## config.mk

```make
export PLATFORM = sky130hd
export DESIGN_NAME = serial_subtractor_flat
export DESIGN_NICKNAME = d
export VERILOG_FILES = /design/src/rtl/serial_arith_pkg.sv /design/src/rtl/serial_subtractor_if.sv /design/src/rtl/serial_bit_cell.sv /design/src/rtl/serial_subtractor.sv /design/src/flat_wrapper.sv
export SDC_FILE = /design/constraint.sdc
export NUM_CORES = 1
export LEC_CHECK = 0
export ABC_AREA = 1
export CAP_MARGIN = 20
export CORE_MARGIN = 10
export CORE_UTILIZATION = 45
export DETAILED_ROUTE_END_ITERATION = 10
export PLACE_DENSITY = 0.68
export RECOVER_POWER = 25
export SLEW_MARGIN = 30
export SYNTH_ARGS = -nofsm -noshare
export SYNTH_HDL_FRONTEND = slang
export SYNTH_SLANG_ARGS = --single-unit
```

## constraint.sdc

```tcl
create_clock -name clk -period 2.82 [get_ports clk]
set_input_delay 0.423 -clock clk [delete_from_list [all_inputs] [get_ports clk]]
set_output_delay 0.423 -clock clk [all_outputs]
set_load 0.01 [all_outputs]
```

## src/rtl/serial_arith_pkg.sv

```systemverilog
// serial_arith_pkg: shared FSM state type, mode codes and default width for the serial arithmetic blocks.
// Rev 1.0
`default_nettype none

package serial_arith_pkg;

  typedef enum logic [1:0] {
    IDLE  = 2'd0,
    SHIFT = 2'd1,
    DONE  = 2'd2
  } state_e;

  localparam logic MODE_SUB = 1'b0;
  localparam logic MODE_ADD = 1'b1;

  localparam int DEFAULT_WIDTH = 8;

endpackage

`default_nettype wire

```

## src/rtl/serial_subtractor_if.sv

```systemverilog
// serial_subtractor_if: start/busy/done handshake plus operand and result bus. Rev 1.0
// With SERIAL_SUB_ADD_MODE_EN the controller also drives a mode bit.
`default_nettype none

interface serial_subtractor_if
  import serial_arith_pkg::*;
#(
  parameter int WIDTH = DEFAULT_WIDTH
) ();

  logic             start;
  logic [WIDTH-1:0] a;
  logic [WIDTH-1:0] b;
`ifdef SERIAL_SUB_ADD_MODE_EN
  logic             mode;
`endif
  logic             busy;
  logic             done;
  logic [WIDTH-1:0] diff;
  logic             borrow_out;

`ifdef SERIAL_SUB_ADD_MODE_EN
  modport master (output start, a, b, mode, input busy, done, diff, borrow_out);
  modport slave  (input start, a, b, mode, output busy, done, diff, borrow_out);
`else
  modport master (output start, a, b, input busy, done, diff, borrow_out);
  modport slave  (input start, a, b, output busy, done, diff, borrow_out);
`endif

endinterface

`default_nettype wire

```

## src/rtl/serial_bit_cell.sv

```systemverilog
// serial_bit_cell: one-bit full subtractor, or full adder when mode is MODE_ADD. Rev 1.0
`default_nettype none

module serial_bit_cell
  import serial_arith_pkg::*;
(
  input  logic a_bit_i,
  input  logic b_bit_i,
  input  logic bin_i,
  input  logic mode_i,
  output logic d_o,
  output logic bout_o
);

  logic axb;

  assign axb = a_bit_i ^ b_bit_i;
  assign d_o = axb ^ bin_i;

  always_comb begin
    bout_o = 1'b0;
    if (mode_i == MODE_ADD) begin
      bout_o = (a_bit_i & b_bit_i) | (bin_i & axb);
    end else begin
      bout_o = (~a_bit_i & b_bit_i) | (~axb & bin_i);
    end
  end

endmodule

`default_nettype wire

```

## src/rtl/serial_subtractor.sv

```systemverilog
// serial_subtractor: bit-serial LSB-first a - b over WIDTH cycles, start/busy/done handshake. Rev 1.0
// Optional SERIAL_SUB_ADD_MODE_EN: latched mode bit selects addition (borrow_out carries the carry-out).
`default_nettype none

module serial_subtractor
  import serial_arith_pkg::*;
#(
  parameter int WIDTH = DEFAULT_WIDTH
) (
  input  logic                clk,
  input  logic                rst_n,
  serial_subtractor_if.slave  bus
);

  localparam int CNT_W = $clog2(WIDTH + 1);

  state_e             state_q, state_d;
  logic [WIDTH-1:0]   a_q, a_d;
  logic [WIDTH-1:0]   b_q, b_d;
  logic [WIDTH-1:0]   res_q, res_d;
  logic [WIDTH-1:0]   diff_q, diff_d;
  logic               bor_q, bor_d;
  logic               borrow_q, borrow_d;
  logic [CNT_W-1:0]   cnt_q, cnt_d;

  logic               cell_mode;
  logic               cell_d;
  logic               cell_bout;
  logic [WIDTH-1:0]   res_next;

`ifdef SERIAL_SUB_ADD_MODE_EN
  logic mode_q;

  always_ff @(posedge clk or negedge rst_n) begin
    if (!rst_n) begin
      mode_q <= MODE_SUB;
    end else if (state_q == IDLE && bus.start) begin
      mode_q <= bus.mode;
    end
  end

  assign cell_mode = mode_q;
`else
  assign cell_mode = MODE_SUB;
`endif

  serial_bit_cell u_cell (
    .a_bit_i (a_q[0]),
    .b_bit_i (b_q[0]),
    .bin_i   (bor_q),
    .mode_i  (cell_mode),
    .d_o     (cell_d),
    .bout_o  (cell_bout)
  );

  // Result fills from the MSB so after WIDTH shifts bit 0 sits at position 0.
  assign res_next = {cell_d, res_q[WIDTH-1:1]};

  always_comb begin
    state_d  = state_q;
    a_d      = a_q;
    b_d      = b_q;
    res_d    = res_q;
    diff_d   = diff_q;
    bor_d    = bor_q;
    borrow_d = borrow_q;
    cnt_d    = cnt_q;
    case (state_q)
      IDLE: begin
        if (bus.start) begin
          a_d     = bus.a;
          b_d     = bus.b;
          res_d   = '0;
          bor_d   = 1'b0;
          cnt_d   = '0;
          state_d = SHIFT;
        end
      end
      SHIFT: begin
        a_d   = a_q >> 1;
        b_d   = b_q >> 1;
        res_d = res_next;
        bor_d = cell_bout;
        cnt_d = cnt_q + CNT_W'(1);
        if (cnt_q == CNT_W'(WIDTH - 1)) begin
          diff_d   = res_next;
          borrow_d = cell_bout;
          state_d  = DONE;
        end
      end
      DONE: begin
        state_d = IDLE;
      end
      default: begin
        state_d = IDLE;
      end
    endcase
  end

  always_ff @(posedge clk or negedge rst_n) begin
    if (!rst_n) begin
      state_q  <= IDLE;
      a_q      <= '0;
      b_q      <= '0;
      res_q    <= '0;
      diff_q   <= '0;
      bor_q    <= 1'b0;
      borrow_q <= 1'b0;
      cnt_q    <= '0;
    end else begin
      state_q  <= state_d;
      a_q      <= a_d;
      b_q      <= b_d;
      res_q    <= res_d;
      diff_q   <= diff_d;
      bor_q    <= bor_d;
      borrow_q <= borrow_d;
      cnt_q    <= cnt_d;
    end
  end

  assign bus.busy       = (state_q == SHIFT);
  assign bus.done       = (state_q == DONE);
  assign bus.diff       = diff_q;
  assign bus.borrow_out = borrow_q;

endmodule

`default_nettype wire

```

## src/flat_wrapper.sv

```systemverilog
// flat-port wrapper written by rule: the top's interface ports become plain ports
module serial_subtractor_flat import serial_arith_pkg::*;
#(
  parameter int WIDTH = DEFAULT_WIDTH
)
  (clk, rst_n, bus_start, bus_a, bus_b, bus_busy, bus_done, bus_diff, bus_borrow_out);
  serial_subtractor_if #(.WIDTH(WIDTH)) bus_i ();
  input  logic clk;
  input  logic rst_n;
  input wire logic [$bits(bus_i.start)-1:0] bus_start;
  input wire logic [$bits(bus_i.a)-1:0] bus_a;
  input wire logic [$bits(bus_i.b)-1:0] bus_b;
  output wire logic [$bits(bus_i.busy)-1:0] bus_busy;
  output wire logic [$bits(bus_i.done)-1:0] bus_done;
  output wire logic [$bits(bus_i.diff)-1:0] bus_diff;
  output wire logic [$bits(bus_i.borrow_out)-1:0] bus_borrow_out;
  assign bus_i.start = bus_start;
  assign bus_i.a = bus_a;
  assign bus_i.b = bus_b;
  assign bus_busy = bus_i.busy;
  assign bus_done = bus_i.done;
  assign bus_diff = bus_i.diff;
  assign bus_borrow_out = bus_i.borrow_out;
  serial_subtractor #(.WIDTH(WIDTH)) u_core (.clk(clk), .rst_n(rst_n), .bus(bus_i));
endmodule
```

Word level (Yosys, flattened, before mapping) --
Cells that the tools add are included.
Storage, ports and cells: register bits after elaboration 40, input bits 19, output and inout bits 11, word-level logic and storage cells 39
Cells by class: add/subtract/negate cells 1, equality and inequality tests 5, muxes and demuxes 13, bitwise operators 7, reduce and logical (&&, ||, !) cells 5
Operators with widths (count):
- one-hot mux 8 bit (2 select lines) | 3
- two-way mux 8 bit | 3
- one-hot mux 4 bit (2 select lines) | 1
- AND reduction 2 bit | 3
- adder 4 x 1 -> 4 bit (second input constant) | 1
- equality test 4 x 3 -> 1 bit (second input constant) | 1
- two-way mux 2 bit | 2
- two-way mux 4 bit | 1
- one-hot mux 2 bit (2 select lines) | 1
- AND 1 bit | 2
- equality test 2 x 1 -> 1 bit (second input constant) | 1
- equality test 2 bit (second input constant) | 1
- zero test 2 bit | 1
- != test 2 x 1 -> 1 bit (second input constant) | 1
- != test 2 bit (second input constant) | 1
- inverter 1 bit | 2
- one-hot mux 1 bit (2 select lines) | 1
- nonzero test 2 bit | 1
- XOR 1 bit | 2
- two-way mux 1 bit | 1
- bitwise OR 1 bit | 1

Longest topological paths before layout --
word-level depth 5, mapped depth 6, depth with buffers taken out 6

By module --
Synthesis repeated with hierarchy kept, for this count alone.
Unflattened totals: cell total of the unflattened synthesis 199, area, all modules 1752.9 sq um
Modules (own cells, without submodules):
- serial_subtractor | times used 1, cells an instance 193, area each 1696.6 sq um, sequential area each 975.9 sq um
- serial_bit_cell | times used 1, cells an instance 6, area each 56.3 sq um, sequential area each 0.0 sq um

Least setup slack after synthesis --
OpenSTA, ideal clock, no wires.
path type reg-to-output, start register u_core.state_q[0], end output bus_busy, arrival 0.783 ns, required time 2.397 ns, path slack 1.614 ns, cell stages (with the launch flop) 4, buffers on the path 1, cells stage by stage dfrtp_1 nand2_2 inv_4 buf_4
On the way: word-level cells in the longest chain between the ends 1
RTL lines:
- start: declaration | RTL line serial_subtractor.sv:17 | state_e state_q, state_d;
- start signal: assignment | RTL line serial_subtractor.sv:111 | state_q <= state_d;
- equality test 2 x 1 -> 1 bit | RTL line serial_subtractor.sv:122 | assign bus.busy = (state_q == SHIFT);
- end: declaration | RTL line flat_wrapper.sv:13 | output wire logic [$bits(bus_i.busy)-1:0] bus_busy;
Every way passes these cells.

Worst setup path in the final report --
start register u_core.state_q[1], end output bus_busy
Same word-level chain as after synthesis.

==> flow_metrics.py <==
metrics = {
    "run_status": {
        "status": "finished, violations left",
        "violations": "max-capacitance violations, max-slew violations",
    },
    "grt": {
        "top_usage_layer": "met2",
        "grt_util_met3_pct": 3.93,
        "grt_pass1_wl_um": 6250,
        "use_met2_pct": 19.8,
        "gr-total-overflow": 0,
        "grt_pass1_vias": 1294,
        "grtUsageTotal_pct": 12.2,
        "grt_max_degree": 40,
        "antenna_found_initial": 0,
        "grt.met1_usage_pct": 14.1,
    },
    "sta": {
        "whs_ns": 0.474,
        "relSlewSlack_pct": -35.0,
        "fmax_mhz": 485,
        "finClkSkew_ns": 0.00820,
        "setup_tns_ns": 0,
        "finalSetupViolCount": 0,
        "rsz0062_at_grt": "no",
        "worstMarginPinSlew_ns": 2.02,
        "hold_viol": 0,
        "slew_violations": 40,
        "setup_ws_ns": 0.757,
        "min_period_ns": 2.06,
        "fin_crit_sh_pct": 73.2,
    },
    "logic_synthesis": {
        "ys_ff_latch": 39,
        "synth_area_leaders": "dfrtp_1 (57%), nand2_1 (17%), nand3_1 (12%)",
        "ys_seq_area_share_pct": 57.3,
        "synth_area_leader_cell": "dfrtp_1",
        "synthAdderAreaFrac_pct": 1.91,
        "yosysUniqueCellTypes": 19,
        "syn_nets": 212,
        "synth_top_family_by_area": "simple AND/OR/NAND/NOR gates",
        "syn_area_per_cell_sq_um": 8.92,
        "synth_xor_xnor_area_share_pct": 0,
        "synth_compound_area_share_pct": 2.57,
        "synth_mux_area_share_pct": 0,
        "yosysTopAreaCellShare_pct": 57.3,
        "syn_area_sq_mm": 0.00170,
        "syn_inst": 191,
        "ys_warn_count": 0,
        "synth-simple-area-share_pct": 33.0,
    },
    "finish": {
        "multiInputGateArea_sq_um": 638,
        "final-instance-count-excl-fill": 269,
        "finish.instance_area_sq_mm": 0.00208,
        "layout-drive-gt1-share_pct": 7.24,
        "layout_commonest_cell": "nand2_1",
        "regArea_sq_um": 976,
        "final_cell_mix": "nand2_1 (77), nand3_1 (42), dfrtp_1 (39)",
        "fillers": 350,
        "final_nets": 241,
        "antenna_cells": 0,
        "area_delta_synth_final_pct": 21.9,
    },
    "clocking": {
        "cts_tree": "yes",
        "post-cts-setup-buffers": 0,
        "cts.repair.resized": 0,
        "cts_buffer_depth": 2,
        "holdBufCountCts": 0,
        "cts_root_buf": "clkbuf_8",
        "cts.sinks": 39,
        "path_clk_slew_ns": 0.08,
        "clk_latency_ns": 0.29,
        "htree_levels": 2,
        "cts_buffers": 5,
    },
    "detailed_routing": {
        "via_count": 1366,
        "routed_via_density": 5.08,
        "wl_per_cell_um": 13.5,
        "first_pass_iters": 4,
        "drc": 0,
        "routed_wl_um": 3630,
        "drt_iter0_drc": 94,
        "ant_nets": 0,
    },
    "power_and_ir_drop": {
        "combPwrFrac_pct": 38.5,
        "pwr-share-clk_pct": 16.8,
        "seqPwrFrac_pct": 44.7,
        "swShare_pct": 37.8,
        "peakVddDrop_mv": 0.356,
        "power_density_mw_per_mm2": 1040,
        "leakagePower_nw": 1.01,
        "internal-power_w": 0.00134,
        "p_sw_w": 0.000815,
    },
    "critical_path": {
        "cp-start-kind": "flop",
        "critPathMaxFanout": 26,
        "cp_data_required_time_ns": 2.40,
        "worstPathArrival_ns": 1.64,
        "path_class": "reg -> out",
        "critPathCaptureType": "primary output",
    },
    "placed_design": {
        "dpl_cell_area_sq_mm": 0.00200,
        "gp_congestion": 0.711,
        "dpl.hpwl_um": 2470,
        "dp_cells": 261,
        "port_buffers": 29,
        "place_ws_ns": 0.915,
    },
    "floorplanning": {
        "dieArea_sq_mm": 0.00664,
        "rows": 22,
        "initial_core_util_pct": 46.5,
        "chipWidth_um": 81.5,
        "die_y_um": 81.5,
        "core_area_sq_mm": 0.00366,
        "pin_count": 30,
    },
    "worst_hold_path": {
        "hp-class": "reg -> reg",
    },
    "job": {
        "maxCapViolations": 1,
    },
}
[synthesized netlist by cell type]
cell	instances
o21bai_2	1
o21ai_0	3
buf_2	3
nand4_1	1
nor2_1	4
inv_1	5
nor2_4	2
nand3_1	42
buf_4	3
nand2_1	77
ha_1	1
buf_6	2
o22ai_2	1
nand2_2	3
inv_4	1
dfrtp_1	39
inv_2	1
fa_1	1
a21oi_1	1
[layer usage]
| layer | share of wire [%] | routed length, um |
|---|---|---|
| met5 | 0 | 0 |
| met4 | 2.1 | 76 |
| met2 | 50 | 1820 |
| met3 | 6.4 | 234 |
| met1 | 41 | 1500 |
[cell families after synthesis]
| kind of cell | after synthesis |
|---|---|
| and+or+nand+nor | 129 |
| adders and majority gates | 2 |
| buffers and inverters | 15 |
| DFF | 39 |
| AOI/OAI and AO/OA | 6 |
[cell type report]
type	instances	share of cell area, %
clock buffer	7	3.68
clock inverter	1	0.241
inverter	7	1.39
multi-input combinational	137	30.7
sequential	39	47.0
tap	48	2.89
timing repair buffer	30	14.0
[flip-flops by register name, indices dropped and copies added (netlist names)]
register               count
u_core.bus.borrow_out      1
u_core.bor_q               1
u_core.bus.diff            8
u_core.a_q                 8
u_core.state_q             2
u_core.cnt_q               4
u_core.res_q               7
u_core.b_q                 8
[power by group through the flow]
stage                     Clock, W  Combinational (W)  Sequential (W)
after global placement           0           0.000806        0.000959
final                     0.000363           0.000829        0.000964
after floorplan                  0           0.000562        0.000972
after global routing      0.000395           0.000948        0.000998
after CTS                 0.000375           0.000849        0.000965
after detailed placement         0           0.000846        0.000973
[metrics by stage]
stage	power, W	utilization (%)
after CTS	0.00219	56.7
after global routing	0.00234	56.7
after floorplan	0.00153	-
after detailed placement	0.00182	54.5
after global placement	0.00177	54.5
final	0.00216	56.7
[path summary, 6_finish.rpt]
check,depth (start not counted),slack (ns),end,startpoint
max,4,0.76,bus_busy,u_core.state_q[1]$_DFFE_PN0P_
min,2,0.47,u_core.bus.diff[0]$_DFFE_PN0P_,u_core.res_q[1]$_DFFE_PN0P_
max reg2reg,4,1.34,u_core.state_q[0]$_DFFE_PN0P_,u_core.state_q[1]$_DFFE_PN0P_
min reg2reg,2,0.47,u_core.bus.diff[0]$_DFFE_PN0P_,u_core.res_q[1]$_DFFE_PN0P_
max in group asynchronous,1,0.96,u_core.res_q[2]$_DFFE_PN0P_,rst_n
min in group asynchronous,1,0.70,u_core.b_q[6]$_DFFE_PN0P_,rst_n
[worst max-delay path: stages (launching register included)]
cell and delay, ns:
dfrtp_1 0.38, inv_2 0.08, nand2_2 0.07, inv_4 0.22, clkdlybuf4s50_1 0.59
Note: power is estimated with default switching activity, not from simulation.
